`config.mk`:
```
export PLATFORM = sky130hd
export DESIGN_NAME = axis_flit_serializer_flat
export DESIGN_NICKNAME = d
export VERILOG_FILES = /design/src/rtl/noc_pkg.sv /design/src/rtl/axis_flit_serializer_if.sv /design/src/rtl/noc_sync_fifo.sv /design/src/rtl/axis_flit_serializer.sv /design/src/flat_wrapper.sv
export SDC_FILE = /design/constraint.sdc
export NUM_CORES = 1
export LEC_CHECK = 0
export ABC_CLOCK_PERIOD_IN_PS = 3600
export CORE_MARGIN = 2
export CORE_UTILIZATION = 55
export DETAILED_ROUTE_END_ITERATION = 8
export GPL_TIMING_DRIVEN = 0
export PLACE_DENSITY = 0.85
export SYNTH_ARGS = -nofsm -noshare
export SYNTH_HDL_FRONTEND = slang
export SYNTH_HIERARCHICAL = 1
export SYNTH_SLANG_ARGS = --single-unit
```
`constraint.sdc`:
```
create_clock -name clk_noc -period 3.6 [get_ports clk_noc]
set_input_delay 0.36 -clock clk_noc [delete_from_list [all_inputs] [get_ports clk_noc]]
set_output_delay 0.36 -clock clk_noc [all_outputs]
set_load 0.02 [all_outputs]
```
`src/rtl/noc_pkg.sv`:
```
// Shared types and helpers for the AXIS-to-flit injector.
package noc_pkg;

   // Destination width carried in the flit metadata ({tid,tdest} concatenated upstream).
   localparam int NOC_DEST_WIDTH = 6;

   typedef enum logic {
      IDLE = 1'b0,
      SEND = 1'b1
   } ser_state_e;

   typedef struct packed {
      logic [NOC_DEST_WIDTH-1:0] dest;
      logic                      is_tail;
   } flit_meta_t;

   // Credit counter must hold the value `depth` itself, hence depth+1 states.
   function automatic int credit_width(input int depth);
      return $clog2(depth + 1);
   endfunction

endpackage

```
`src/rtl/axis_flit_serializer_if.sv`:
```
// AXIS input beats plus the send/credit flit link of the local router port.
interface axis_flit_serializer_if #(
   parameter int TDATA_WIDTH          = 64,
   parameter int DEST_WIDTH           = 6,
   parameter int SERIALIZATION_FACTOR = 2
);
   localparam int FLIT_WIDTH = TDATA_WIDTH / SERIALIZATION_FACTOR;

   logic                   axis_tvalid;
   logic                   axis_tready;
   logic [TDATA_WIDTH-1:0] axis_tdata;
   logic                   axis_tlast;
   logic [DEST_WIDTH-1:0]  axis_tdest;
   logic [FLIT_WIDTH-1:0]  data_out;
   logic [DEST_WIDTH-1:0]  dest_out;
   logic                   is_tail_out;
   logic                   send_out;
   logic                   credit_in;

   // The serializer: AXIS slave on the input, flit source on the link.
   modport slave (
      input  axis_tvalid, axis_tdata, axis_tlast, axis_tdest, credit_in,
      output axis_tready, data_out, dest_out, is_tail_out, send_out
   );

   // Upstream AXIS source and downstream router seen from outside.
   modport master (
      output axis_tvalid, axis_tdata, axis_tlast, axis_tdest, credit_in,
      input  axis_tready, data_out, dest_out, is_tail_out, send_out
   );
endinterface

```
`src/rtl/noc_sync_fifo.sv`:
```
// Show-ahead synchronous FIFO: the head entry is visible on o_rd_data while not empty.
module noc_sync_fifo #(
   parameter int WIDTH = 8,
   parameter int DEPTH = 4
) (
   input  logic                       i_clk,
   input  logic                       i_rst,
   input  logic                       i_push,
   input  logic [WIDTH-1:0]           i_wr_data,
   input  logic                       i_pop,
   output logic [WIDTH-1:0]           o_rd_data,
   output logic                       o_empty,
   output logic                       o_full,
   output logic [$clog2(DEPTH):0]     o_count
);
   localparam int AW    = $clog2(DEPTH);
   localparam int CNT_W = AW + 1;

   logic [WIDTH-1:0] r_mem [DEPTH];
   logic [AW-1:0]    r_wr_ptr;
   logic [AW-1:0]    r_rd_ptr;
   logic [CNT_W-1:0] r_count;
   logic             w_do_push;
   logic             w_do_pop;

   assign w_do_push = i_push && !o_full;
   assign w_do_pop  = i_pop && !o_empty;

   // Storage write port.
   // NOTE: the array is deliberately not reset; pointers/count define validity, and a reset on storage would block RAM inference.
   always_ff @(posedge i_clk) begin
      if (w_do_push) r_mem[r_wr_ptr] <= i_wr_data;
   end

   // Pointers and occupancy; reset empties the FIFO and discards any buffered beats.
   // NOTE: sequential state uses non-blocking assignments so every flop samples pre-edge values.
   always_ff @(posedge i_clk or posedge i_rst) begin
      if (i_rst) begin
         r_wr_ptr <= '0;
         r_rd_ptr <= '0;
         r_count  <= '0;
      end else begin
         if (w_do_push) r_wr_ptr <= r_wr_ptr + AW'(1);
         if (w_do_pop)  r_rd_ptr <= r_rd_ptr + AW'(1);
         case ({w_do_push, w_do_pop})
            2'b10:   r_count <= r_count + CNT_W'(1);
            2'b01:   r_count <= r_count - CNT_W'(1);
            default: r_count <= r_count;
         endcase
      end
   end

   assign o_rd_data = r_mem[r_rd_ptr];
   assign o_empty   = (r_count == '0);
   assign o_full    = (r_count == CNT_W'(DEPTH));
   assign o_count   = r_count;
endmodule

```
`src/rtl/axis_flit_serializer.sv`:
```
// AXIS beat buffer + serializer that injects flits into a router's local port under credit flow control.
module axis_flit_serializer
   import noc_pkg::*;
#(
   parameter int TDATA_WIDTH          = 64,
   parameter int DEST_WIDTH           = 6,
   parameter int SERIALIZATION_FACTOR = 2,
   parameter int BUFFER_DEPTH         = 4,
   parameter int FLIT_BUFFER_DEPTH    = 8
) (
   input  logic                   clk_noc,
   input  logic                   rst_noc,
   axis_flit_serializer_if.slave  bus
);
   localparam int FLIT_WIDTH = TDATA_WIDTH / SERIALIZATION_FACTOR;
   localparam int ENTRY_W    = TDATA_WIDTH + 1 + DEST_WIDTH;
   localparam int CNT_W      = $clog2(BUFFER_DEPTH) + 1;
   localparam int CRED_W     = credit_width(FLIT_BUFFER_DEPTH);
   localparam int IDX_W      = (SERIALIZATION_FACTOR > 1) ? $clog2(SERIALIZATION_FACTOR) : 1;
   localparam logic [IDX_W-1:0] LAST_IDX = IDX_W'(SERIALIZATION_FACTOR - 1);

   if (TDATA_WIDTH % SERIALIZATION_FACTOR != 0) begin : g_chk_div
      $error("TDATA_WIDTH must be divisible by SERIALIZATION_FACTOR");
   end
   if (BUFFER_DEPTH < 2 || (BUFFER_DEPTH & (BUFFER_DEPTH - 1)) != 0) begin : g_chk_depth
      $error("BUFFER_DEPTH must be a power of 2 and at least 2");
   end
   if (DEST_WIDTH != NOC_DEST_WIDTH) begin : g_chk_dest
      $error("DEST_WIDTH must match noc_pkg::NOC_DEST_WIDTH");
   end

   logic [ENTRY_W-1:0]     w_head;
   logic [TDATA_WIDTH-1:0] w_head_data;
   logic                   w_head_last;
   logic [DEST_WIDTH-1:0]  w_head_dest;
   logic                   w_empty;
   logic                   w_full;
   logic [CNT_W-1:0]       w_count;
   logic [CNT_W-1:0]       w_count_next;
   logic                   w_push;
   logic                   w_pop;
   logic                   w_emit;
   logic                   w_credit_ok;
   logic [IDX_W-1:0]       w_sel;
   logic [IDX_W-1:0]       w_idx_next;
   logic [FLIT_WIDTH-1:0]  w_flit;
   ser_state_e             r_state;
   ser_state_e             w_state_next;
   logic [IDX_W-1:0]       r_idx;
   logic [CRED_W-1:0]      r_credits;
   logic                   r_tready;
   logic                   r_send;
   logic [FLIT_WIDTH-1:0]  r_data;
   flit_meta_t             r_meta;

   assign w_push = bus.axis_tvalid && r_tready;

   noc_sync_fifo #(
      .WIDTH (ENTRY_W),
      .DEPTH (BUFFER_DEPTH)
   ) u_beat_fifo (
      .i_clk     (clk_noc),
      .i_rst     (rst_noc),
      .i_push    (w_push),
      .i_wr_data ({bus.axis_tdata, bus.axis_tlast, bus.axis_tdest}),
      .i_pop     (w_pop),
      .o_rd_data (w_head),
      .o_empty   (w_empty),
      .o_full    (w_full),
      .o_count   (w_count)
   );

   assign w_head_data  = w_head[ENTRY_W-1 -: TDATA_WIDTH];
   assign w_head_last  = w_head[DEST_WIDTH];
   assign w_head_dest  = w_head[DEST_WIDTH-1:0];
   assign w_credit_ok  = (r_credits != '0);
   assign w_flit       = w_head_data[int'(w_sel)*FLIT_WIDTH +: FLIT_WIDTH];
   // tready is registered, so it is derived from the occupancy this edge will produce.
   assign w_count_next = w_count + CNT_W'(w_push) - CNT_W'(w_pop);

   // FSM state register.
   always_ff @(posedge clk_noc or posedge rst_noc) begin
      if (rst_noc) r_state <= IDLE;
      else         r_state <= w_state_next;
   end

   // FSM next-state: stay in SEND until the last slice of the head beat leaves.
   // NOTE: every combinational output gets a default first so no path leaves it unassigned (no latches).
   always_comb begin
      w_state_next = r_state;
      case (r_state)
         IDLE: if (!w_empty && w_credit_ok && SERIALIZATION_FACTOR > 1) w_state_next = SEND;
         SEND: if (w_credit_ok && r_idx == LAST_IDX)                    w_state_next = IDLE;
         default: w_state_next = IDLE;
      endcase
   end

   // FSM outputs: which slice to emit, when to pop the head, next slice index.
   always_comb begin
      w_emit     = 1'b0;
      w_pop      = 1'b0;
      w_sel      = '0;
      w_idx_next = r_idx;
      case (r_state)
         IDLE: begin
            if (!w_empty && w_credit_ok) begin
               w_emit = 1'b1;
               if (SERIALIZATION_FACTOR == 1) w_pop = 1'b1;
               else                           w_idx_next = IDX_W'(1);
            end
         end
         SEND: begin
            if (w_credit_ok) begin
               w_emit = 1'b1;
               w_sel  = r_idx;
               if (r_idx == LAST_IDX) begin
                  w_pop      = 1'b1;
                  w_idx_next = '0;
               end else begin
                  w_idx_next = r_idx + IDX_W'(1);
               end
            end
         end
         default: ;
      endcase
   end

   // Slice index, AXIS ready and credit counter.
   always_ff @(posedge clk_noc or posedge rst_noc) begin
      if (rst_noc) begin
         r_idx     <= '0;
         r_tready  <= 1'b0;
         r_credits <= CRED_W'(FLIT_BUFFER_DEPTH);
      end else begin
         r_idx    <= w_idx_next;
         r_tready <= (w_count_next != CNT_W'(BUFFER_DEPTH));
         case ({bus.credit_in, w_emit})
            2'b10:   r_credits <= r_credits + CRED_W'(1);
            2'b01:   r_credits <= r_credits - CRED_W'(1);
            default: r_credits <= r_credits;
         endcase
      end
   end

   // Registered flit outputs; payload and dest hold between flits, tail drops to 0.
   always_ff @(posedge clk_noc or posedge rst_noc) begin
      if (rst_noc) begin
         r_send <= 1'b0;
         r_data <= '0;
         r_meta <= '0;
      end else begin
         r_send <= w_emit;
         if (w_emit) begin
            r_data         <= w_flit;
            r_meta.dest    <= w_head_dest;
            r_meta.is_tail <= w_pop && w_head_last;
         end else begin
            r_meta.is_tail <= 1'b0;
         end
      end
   end

   a_credit_max: assert property (@(posedge clk_noc) disable iff (rst_noc)
      r_credits <= CRED_W'(FLIT_BUFFER_DEPTH));

   assign bus.axis_tready = r_tready;
   assign bus.send_out    = r_send;
   assign bus.data_out    = r_data;
   assign bus.dest_out    = r_meta.dest;
   assign bus.is_tail_out = r_meta.is_tail;
endmodule
```
`src/flat_wrapper.sv`:
```
// flat-port wrapper written by rule: the top's interface ports become plain ports
module axis_flit_serializer_flat import noc_pkg::*;
#(
   parameter int TDATA_WIDTH          = 64,
   parameter int DEST_WIDTH           = 6,
   parameter int SERIALIZATION_FACTOR = 2,
   parameter int BUFFER_DEPTH         = 4,
   parameter int FLIT_BUFFER_DEPTH    = 8
)
  (clk_noc, rst_noc, bus_axis_tvalid, bus_axis_tdata, bus_axis_tlast, bus_axis_tdest, bus_credit_in, bus_axis_tready, bus_data_out, bus_dest_out, bus_is_tail_out, bus_send_out);
  axis_flit_serializer_if #(.TDATA_WIDTH(TDATA_WIDTH), .DEST_WIDTH(DEST_WIDTH), .SERIALIZATION_FACTOR(SERIALIZATION_FACTOR)) bus_i ();
  input  logic clk_noc;
  input  logic rst_noc;
  input wire logic [$bits(bus_i.axis_tvalid)-1:0] bus_axis_tvalid;
  input wire logic [$bits(bus_i.axis_tdata)-1:0] bus_axis_tdata;
  input wire logic [$bits(bus_i.axis_tlast)-1:0] bus_axis_tlast;
  input wire logic [$bits(bus_i.axis_tdest)-1:0] bus_axis_tdest;
  input wire logic [$bits(bus_i.credit_in)-1:0] bus_credit_in;
  output wire logic [$bits(bus_i.axis_tready)-1:0] bus_axis_tready;
  output wire logic [$bits(bus_i.data_out)-1:0] bus_data_out;
  output wire logic [$bits(bus_i.dest_out)-1:0] bus_dest_out;
  output wire logic [$bits(bus_i.is_tail_out)-1:0] bus_is_tail_out;
  output wire logic [$bits(bus_i.send_out)-1:0] bus_send_out;
  assign bus_i.axis_tvalid = bus_axis_tvalid;
  assign bus_i.axis_tdata = bus_axis_tdata;
  assign bus_i.axis_tlast = bus_axis_tlast;
  assign bus_i.axis_tdest = bus_axis_tdest;
  assign bus_i.credit_in = bus_credit_in;
  assign bus_axis_tready = bus_i.axis_tready;
  assign bus_data_out = bus_i.data_out;
  assign bus_dest_out = bus_i.dest_out;
  assign bus_is_tail_out = bus_i.is_tail_out;
  assign bus_send_out = bus_i.send_out;
  axis_flit_serializer #(.TDATA_WIDTH(TDATA_WIDTH), .DEST_WIDTH(DEST_WIDTH), .SERIALIZATION_FACTOR(SERIALIZATION_FACTOR), .BUFFER_DEPTH(BUFFER_DEPTH), .FLIT_BUFFER_DEPTH(FLIT_BUFFER_DEPTH)) u_core (.clk_noc(clk_noc), .rst_noc(rst_noc), .bus(bus_i));
endmodule
```
# --- Word level (Yosys, flattened, before mapping) ---
# Memory sizes are Yosys's and may differ from the RTL's.
# Cells that the tools add are included.
op_classes:
  n_eq_ne: 8
  n_addsub: 9
  shifts: 1
  mux: 19
  bitwise: 1
  reduce_logical: 13
ops:
  columns: ["operator", "n"]
  rows:
  - ["64-bit by 7-bit variable part select with 32-bit output", 1]
  - ["1-bit two-way mux", 14]
  - ["4-bit case mux with 2 select lines", 1]
  - ["1-bit logical AND", 6]
  - ["1-bit case mux with 2 select lines", 3]
  - ["3-bit case mux with 2 select lines", 1]
  - ["2-bit by 1-bit adder with 2-bit output, second input constant", 2]
  - ["4-bit by 1-bit adder with 4-bit output, second input constant", 1]
  - ["2-bit by 1-bit equality test with 1-bit output, second input constant", 2]
  - ["2-bit equality test, second input constant", 2]
  - ["2-bit by 1-bit != test with 1-bit output, second input constant", 2]
  - ["2-bit nonzero test", 2]
  - ["4-bit nonzero test", 1]
  - ["4-bit by 1-bit subtractor with 4-bit output, second input constant", 1]
  - ["3-bit by 1-bit adder with 3-bit output", 1]
  - ["3-bit by 1-bit adder with 3-bit output, second input constant", 1]
  - ["3-bit equality test, second input constant", 1]
  - ["3-bit logical NOT", 1]
  - ["3-bit != test, second input constant", 1]
  - ["3-bit by 1-bit subtractor with 3-bit output", 1]
  - ["3-bit by 1-bit subtractor with 3-bit output, second input constant", 1]
  - ["1-bit logical NOT", 2]
  - ["2-bit AND reduction", 1]
  - ["1-bit adder, second input constant", 1]
  - ["1-bit inverter", 1]
word_totals:
  regBits: 54
  n_memories: 1
  ram_bits: 284
  in_bits: 75
  output_inout_bits: 41
mem_list:
  columns: ["memory", "depth", "width", "rd", "rd_clocked_by_memory_dff", "write_ports", "line_no", "source"]
  rows:
  - ["u_core.u_beat_fifo.r_mem", 4, 71, 1, 0, 1, "noc_sync_fifo.sv:19", "logic [WIDTH-1:0] r_mem [DEPTH];"]

# --- Depth between registers and ports, before layout ---
# Gate-level depths: netlist of run 1.
logic_depth:
  word_depth: 7
  mapped_depth: 11
  depth_no_buf: 10

# --- Modules after synthesis ---
# Netlist of run 1, hierarchy kept.
modules_own_cells:
  columns: ["mod", "seq_area_each_um2", "n_inst", "cells_per_inst", "area_per_inst_um2"]
  rows:
  - ["noc_sync_fifo", 8703.3, 1, 409, 10747.8]
  - ["axis_flit_serializer", 1177.4, 1, 201, 2223.4]

# --- Least setup slack after synthesis of run 1 ---
# Ideal clock, no wire load.
synth_path:
  kind: "reg2reg"
  from: "register u_core.r_tready (netlist: u_core/bus.axis_tready)"
  to: "memory u_core/u_beat_fifo/r_mem[0][0] (netlist bit) (enable)"
  t_required_ps: 3163
  setup_time_ps: 437
  path_slack_ps: 609
  n_path_buf: 0
  arrival_ps: 2554
  path_stages_with_launch: 5
  period_less_slack_ps: 2991
  path_cell_list: "dfrtp_1 -> nand2_1 -> inv_1 -> nor2b_2 -> and2_1"
synth_between:
  elab_chain_len: 4
synth_lines:
  columns: ["item", "line_no", "source"]
  rows:
  - ["from (decl)", "axis_flit_serializer.sv:51", "logic r_tready;"]
  - ["from (signal assigned)", "axis_flit_serializer.sv:136", "r_tready <= (w_count_next != CNT_W'(BUFFER_DEPTH));"]
  - ["1-bit logical AND", "axis_flit_serializer.sv:56", "assign w_push = bus.axis_tvalid && r_tready;"]
  - ["via u_core.w_push", "axis_flit_serializer.sv:40", "logic w_push;"]
  - ["1-bit logical AND", "noc_sync_fifo.sv:26", "assign w_do_push = i_push && !o_full;"]
  - ["1-bit two-way mux", "noc_sync_fifo.sv:32", "if (w_do_push) r_mem[r_wr_ptr] <= i_wr_data;"]
  - ["1-bit two-way mux (not written as such)", "noc_sync_fifo.sv:32", null]
  - ["to (decl)", "noc_sync_fifo.sv:19", null]
# The timed path passes the listed nets, and every way through them passes these cells.

# --- Worst setup path after layout of run 1 ---
layout_path:
  from: "register u_core.r_credits[3]"
  to: "register u_core.r_credits[2]"
layout_between:
  elab_chain_len: 6
layout_lines:
  columns: ["item", "line_no", "source"]
  rows:
  - ["from (decl)", "axis_flit_serializer.sv:50", "logic [CRED_W-1:0] r_credits;"]
  - ["from (signal assigned)", "axis_flit_serializer.sv:133", "r_credits <= CRED_W'(FLIT_BUFFER_DEPTH);"]
  - ["from (signal assigned)", "axis_flit_serializer.sv:138", "2'b10: r_credits <= r_credits + CRED_W'(1);"]
  - ["from (signal assigned)", "axis_flit_serializer.sv:139", "2'b01: r_credits <= r_credits - CRED_W'(1);"]
  - ["4-bit nonzero test *", "axis_flit_serializer.sv:76", "assign w_credit_ok = (r_credits != '0);"]
  - ["1-bit logical AND", "axis_flit_serializer.sv:106", "if (!w_empty && w_credit_ok) begin"]
  - ["1-bit two-way mux", "axis_flit_serializer.sv:106", null]
  - ["1-bit case mux with 2 select lines *", "axis_flit_serializer.sv:104", "case (r_state)"]
  - ["via u_core.w_emit", "axis_flit_serializer.sv:42", "logic w_emit;"]
  - ["2-bit by 1-bit equality test with 1-bit output or 2-bit equality test (tied branches)", "axis_flit_serializer.sv:137", "case ({bus.credit_in, w_emit})"]
  - ["4-bit case mux with 2 select lines or 2-bit nonzero test (tied branches)", null, null]
# Mark *: on every way through the listed nets, which the timed path passes. The rest lies on a longest branch.
# A chain may end at the register's enable or synchronous reset.

==> flow_metrics.py, run 1 <==
metrics = {
    "routing": {
        "wire_per_inst_um": 22.69,
        "drc": 0,
        "avgViaCountPerCell": 5.726,
        "dr_total_vias": 6362,
        "drt_pass1_iterations": 5,
        "final_antenna_net_count": 0,
        "drt-total-wl_mm": 25.21,
        "drt-initial-drc-count": 491,
    },
    "synthesis": {
        "async_flop_share_pct": 15.98,
        "ys_seq_area_share_pct": 76.17,
        "syn_area_per_cell_um2": 21.26,
        "synthMuxAreaShare_pct": 15.60,
        "synth_warnings": 6,
        "synthFlopType": "edfxtp_1",
        "synth_area_leaders": "edfxtp_1 66%, mux4_2 12%, dfrtp_1 10%, mux2i_1 2.5%, a21oi_1 1.3%",
        "synthXorXnorAreaFrac_pct": 0.9453,
        "synth_cell_types": 33,
        "synth.top_cell.area_share_pct": 65.75,
        "yosysTopAreaCell": "edfxtp_1",
        "synth_top_family_by_area": "multiplexers",
        "syn_nets": 696,
        "ys_ff_latch": 338,
        "synth-edff-count": 284,
        "netlist_instances": 610,
        "synth-adder-area-share_pct": 1.177,
        "synth-simple-area-share_pct": 2.190,
        "syn_area_um2": 12970,
        "synth_compound_area_share_pct": 1.572,
    },
    "final_layout": {
        "final_cell_mix": "284 x edfxtp_1, 115 x clkdlybuf4s50_1, 70 x mux4_2",
        "drive_above_1_share_pct": 19.87,
        "final_common_cell": "edfxtp_1",
        "regArea_um2": 9881,
        "final_cell_area_um2": 15730,
        "fillCellCount": 1437,
        "multi_input_area_um2": 2796,
        "final_util_pct": 67.43,
        "syn_to_final_growth_pct": 21.30,
        "layout.nets": 852,
    },
    "floorplanning": {
        "rows": 56,
        "die_w_um": 157.6,
        "dieArea_um2": 24830,
        "core_um2": 23330,
        "die_y_um": 157.6,
        "initial_utilization_pct": 55.59,
        "io_pins": 116,
    },
    "worst_setup_path": {
        "crit_path_top_delay_cell": "dfstp_2",
        "cpPeakStageDelay_ns": 0.57,
        "r2r_start": "u_core/r_credits[3]",
        "critPathLaunch": "u_core/r_credits[3]",
        "cp-start-kind": "flip-flop",
        "cpMostUsedCell": "xor2_1",
        "crit_type": "reg2reg",
        "cp.required_ns": 3.99,
        "timing.critical_path.arrival_ns": 3.44,
        "crit_chain": "nor4_4 -> a21oi_4 -> buf_2 -> buf_2 -> ha_1 -> xor2_1 -> ha_1 -> a21oi_1 -> xor2_1 -> nor2_1 -> xor2_1",
        "end_kind": "flip-flop",
        "crit_path_max_fanout": 12,
    },
    "timing": {
        "finalCritPeriodShare_pct": 84.85,
        "relSlewSlack_pct": 45.78,
        "drv_slew": 0,
        "hold_viol_final": 0,
        "finClkSkew_ns": 0.02663,
        "worstMarginPinSlew_ns": 0.8133,
        "period_needed_ns": 3.055,
        "fin_ws_ns": 0.5454,
        "fmax_mhz": 327.4,
        "finalSetupViolCount": 0,
        "rsz0062_at_grt": "no",
    },
    "clocking": {
        "cts_tree": "built",
        "hold_buffers": 0,
        "post-cts-setup-buffers": 0,
        "clk_pin_slew_ns": 0.06,
        "cts_made_buffers": 34,
        "cts_max_level": 2,
        "ctsResizeCount": 0,
        "clock_path_buffers": 3,
        "clkSinkCount": 338,
        "clk_latency_ns": 0.51,
        "cts_root_buf": "clkbuf_16",
    },
    "worst_hold_path": {
        "min_path_type": "in2async",
    },
    "pwr": {
        "vdd_ir_drop_max_mv": 0.5564,
        "powerDensity_nw_per_um2": 871.0,
        "power_leakage_nw": 5.400,
        "p_total_mw": 13.70,
    },
    "placed_design": {
        "gp_congestion": 0.7891,
        "port_buffers": 115,
        "dp_hpwl_mm": 15.67,
        "pre_cts_ws_ns": 0.6016,
        "placed_area_um2": 14660,
    },
    "flow_run": {
        "maxCapViolations": 0,
    },
    "global_routing": {
        "grt_max_degree": 45,
        "grt_pass1_wl_mm": 38.68,
        "grt_pass1_vias": 6940,
        "grt_usage_pct": 21.16,
        "grt.overflow.total": 0,
        "antenna_found_initial": 2,
    },
    "outcome": {
        "outcome": "finished clean",
    },
}
==> power breakdown <==
group          leakage, nW  total (mW)  switching (mW)  internal [mW]
logic                 1.67        4.69            2.43           2.26
registers             3.22        5.66           0.377           5.29
clock network        0.513        3.35            1.36           2.00
total                 5.40        13.7            4.16           9.54
==> registers in the layout, indices dropped and copies added, names as in the netlist <==
name and flops:
u_core/u_beat_fifo/r_mem 284, u_core/bus.data_out 32, u_core/bus.dest_out 6, u_core/r_credits 4
u_core/u_beat_fifo/o_count 3, u_core/u_beat_fifo/r_rd_ptr 2, u_core/u_beat_fifo/r_wr_ptr 2, u_core/bus.axis_tready 1
u_core/bus.is_tail_out 1, u_core/bus.send_out 1, u_core/r_idx 1, u_core/r_state 1
==> final timing paths <==
path                                                   end  slack [ns]  cells past startpoint
hold / removal               u_core/u_beat_fifo/o_count[1]        0.19                      2
setup reg to reg                       u_core/r_credits[2]        0.55                     11
min in group clk_noc       u_core/u_beat_fifo/r_mem[2][56]        0.49                      1
hold reg to reg                     u_core/bus.dest_out[2]        0.50                      1
max in group asynchronous              u_core/r_credits[3]        2.67                      3
setup / recovery                       u_core/r_credits[2]        0.55                     11
==> layout make-up <==
class / count / area share [%]
Sequential cell: 338 / 62.80
Multi-Input combinational cell: 232 / 17.77
Timing Repair Buffer: 120 / 8.143
Clock buffer: 50 / 6.115
Tap cell: 319 / 2.537
Buffer: 27 / 1.622
Clock inverter: 10 / 0.6680
Inverter: 13 / 0.3101
Antenna cell: 2 / 0.03181
==> Yosys cell counts (5+ instances only) <==
cell type / count
xor2_1: 7
dfrtp_1: 53
and2_1: 5
xnor2_1: 7
edfxtp_1: 284
a21oi_1: 33
inv_1: 13
buf_12: 7
nor2_1: 40
mux2i_1: 33
mux4_2: 70
buf_2: 14
ha_1: 9
mux2_1: 6
==> per-stage QoR <==
step	cells	TNS [ns]	hold WS, ns
3_3_place_gp	1044	-278.18	0.4723
6_report	1111	0	0.1931
4_1_cts	1109	0	0.1885
3_5_place_dp	1049	0	0.4844
2_1_floorplan	610	0	0.1634
5_1_grt	1109	0	0.2018
==> critical path: cells and delay by family (launching register included) <==
| family | cells | cell delay [ns] |
|---|---|---|
| compound gates | 2 | 0.54 |
| xor+xnor | 3 | 0.45 |
| buf+inv | 2 | 0.67 |
| fa+ha+maj | 2 | 0.55 |
| flops | 1 | 0.57 |
| simple gates | 2 | 0.15 |
==> per-layer routing <==
layer	wire (um)	vias to the layer above	GRT usage, %
met1	9921	3312	27.18
met3	1753	46	4.873
met2	12860	251	35.83
li1	-	2753	-
met5	0	-	0
met4	675	0	7.619
==> cell families after synthesis <==
logic type      Yosys count
mux                     112
xor+xnor                 14
flops                   338
simple gates             58
buf+inv                  40
compound gates           37
fa+ha+maj                11
No activity file was read; power rests on OpenSTA's default activity.
==> inputs of run 2 (changes only) <==
--- a/config.mk
+++ b/config.mk
@@ -5,7 +5,7 @@
 export SDC_FILE = /design/constraint.sdc
 export NUM_CORES = 1
 export LEC_CHECK = 0
-export ABC_CLOCK_PERIOD_IN_PS = 3600
+export ABC_CLOCK_PERIOD_IN_PS = 3100
 export CORE_MARGIN = 2
 export CORE_UTILIZATION = 55
 export DETAILED_ROUTE_END_ITERATION = 8
==> constraint.sdc (replaced) <==
create_clock -name clk_noc -period 3.1 [get_ports clk_noc]
set_input_delay 0.31 -clock clk_noc [delete_from_list [all_inputs] [get_ports clk_noc]]
set_output_delay 0.31 -clock clk_noc [all_outputs]
set_load 0.02 [all_outputs]
==> run 2 against run 1 <==
Effect of this change:
- die area is the same
- routed wire length is essentially flat
- setup slack lost 0.33 ns
- hold slack lost 0.043 ns
- critical path depth is the same
- non-clock buffer count grew 2
==> flow_metrics.py, run 2 (synthesis results as in run 1) <==
metrics = {
    "clocking": {
        "clk_pin_slew_ns": 0.06,
        "cts_max_level": 2,
        "cts_tree": "built",
        "clk_latency_ns": 0.51,
        "clkSinkCount": 338,
        "ctsResizeCount": 0,
        "cts_root_buf": "clkbuf_16",
        "cts_made_buffers": 34,
        "clock_path_buffers": 3,
    },
    "worst_setup_path": {
        "crit_chain": "nor3_1 -> a21oi_4 -> buf_2 -> buf_2 -> ha_1 -> xor2_1 -> ha_1 -> a21oi_1 -> xor2_1 -> nor2_1 -> xor2_1",
        "end_kind": "flip-flop",
        "timing.critical_path.arrival_ns": 3.27,
        "cp.required_ns": 3.49,
        "cpPeakStageDelay_ns": 0.45,
        "ff2ff_setup_slack_ns": 0.22,
        "crit_path_top_delay_cell": "dfrtp_1",
        "crit_type": "reg2reg",
        "cp-start-kind": "flip-flop",
        "cpMostUsedCell": "xor2_1",
        "crit_path_max_fanout": 12,
    },
    "global_routing": {
        "grt_max_degree": 45,
        "grt_pass1_wl_mm": 38.68,
        "grt_pass1_vias": 6940,
        "grt.overflow.total": 0,
        "antenna_found_initial": 2,
        "grt_usage_pct": 21.16,
    },
    "worst_hold_path": {
        "min_path_type": "in2async",
    },
    "routing": {
        "dr_total_vias": 6329,
        "drc": 0,
        "avgViaCountPerCell": 5.686,
        "final_antenna_net_count": 0,
        "wire_per_inst_um": 22.64,
        "drt-total-wl_mm": 25.20,
        "drt-initial-drc-count": 460,
        "drt_pass1_iterations": 5,
    },
    "pwr": {
        "p_total_mw": 15.93,
        "power_leakage_nw": 5.409,
        "powerDensity_nw_per_um2": 1011,
        "vdd_ir_drop_max_mv": 0.6458,
    },
    "floorplanning": {
        "die_y_um": 157.6,
        "io_pins": 116,
        "dieArea_um2": 24830,
        "initial_utilization_pct": 55.59,
        "core_um2": 23330,
        "rows": 56,
        "die_w_um": 157.6,
    },
    "final_layout": {
        "fillCellCount": 1436,
        "regMostFlops": "u_core/u_beat_fifo/r_mem",
        "drive_above_1_share_pct": 20.08,
        "syn_to_final_growth_pct": 21.41,
        "largest_reg_flops": 284,
        "final_cell_mix": "284 x edfxtp_1, 115 x clkdlybuf4s50_1, 70 x mux4_2",
        "final_common_cell": "edfxtp_1",
        "regArea_um2": 9881,
        "layout.nets": 854,
        "final_util_pct": 67.50,
        "multi_input_area_um2": 2796,
    },
    "timing": {
        "hold_viol_final": 0,
        "drv_slew": 0,
        "setup_tns_ns": 0,
        "fmax_mhz": 347.2,
        "rsz0062_at_grt": "no",
        "period_needed_ns": 2.880,
        "finalSetupViolCount": 0,
        "relSlewSlack_pct": 47.41,
        "worstMarginPinSlew_ns": 0.7889,
        "finalCritPeriodShare_pct": 92.90,
        "finClkSkew_ns": 0.02631,
    },
    "placed_design": {
        "port_buffers": 115,
        "gp_congestion": 0.7891,
        "dp_hpwl_mm": 15.67,
    },
    "flow_run": {
        "maxCapViolations": 0,
    },
    "outcome": {
        "outcome": "finished clean",
    },
}
run 2: cell types whose count changed in the layout (fill, tap and decap cells not counted), sizes merged:
| cell | delta |
|---|---|
| buf | +2 |
run 2: cell type report:
| type | count | share of cell area (%) |
|---|---|---|
| Clock buffer | 50 | 6.109 |
| Multi-Input combinational cell | 232 | 17.76 |
| Clock inverter | 10 | 0.6674 |
| Inverter | 13 | 0.3098 |
| Sequential cell | 338 | 62.74 |
| Antenna cell | 2 | 0.03178 |
| Buffer | 27 | 1.621 |
| Timing Repair Buffer | 122 | 8.231 |
| Tap cell | 319 | 2.534 |
run 2: worst max-delay path: cells and delay by family, from the launching register on:
family / cells / cell delay (ns)
AOI/OAI and AO/OA: 2 / 0.29
and+or+nand+nor: 2 / 0.50
xor gates and xnor gates: 3 / 0.52
buffers and inverters: 2 / 0.47
adders and majority gates: 2 / 0.51
DFF: 1 / 0.45
run 2: layer usage:
layer	GRT usage, %	vias to the layer above	share of wire (%)
li1	-	2753	-
met1	27.18	3298	40
met2	35.83	232	51
met3	4.873	46	6.6
met4	7.619	0	2.7
met5	0	-	0
run 2: what timing repair did:
action                                  in CTS  in global routing
setup buffers                                0                  2
hold buffers                                 0                  0
endpoints found under the setup margin       0                  1
run 2: path summary, 6_finish.rpt:
check	startpoint	cells past startpoint	to
worst max-delay path	u_core/u_beat_fifo/o_count[0]	11	u_core/r_credits[2]
worst min-delay path	rst_noc	2	u_core/u_beat_fifo/r_rd_ptr[0]
worst max register to register	u_core/u_beat_fifo/o_count[0]	11	u_core/r_credits[2]
worst min register to register	u_core/bus.dest_out[2]	1	u_core/bus.dest_out[2]
max in group asynchronous	rst_noc	3	u_core/r_credits[3]
min in group clk_noc	bus_axis_tdata[23]	1	u_core/u_beat_fifo/r_mem[1][30]
run 2: power by group:
group	switching [mW]	leakage, nW	internal (mW)
clock	1.58	0.513	2.32
combinational	2.82	1.68	2.64
sequential	0.438	3.22	6.14
total	4.83	5.41	11.1
run 2: per-stage QoR:
stage                     cells  cell area, um^2  hold slack [ns]  setup WS, ns
after global placement     1044            14520           0.4723        -1.476
after floorplan             610            12970           0.1134        0.1088
after global routing       1111            15740           0.1518       0.08117
after detailed placement   1049            14660           0.4844        0.1016
after CTS                  1109            15730           0.1385       0.05174
final                      1113            15750           0.1503        0.2201
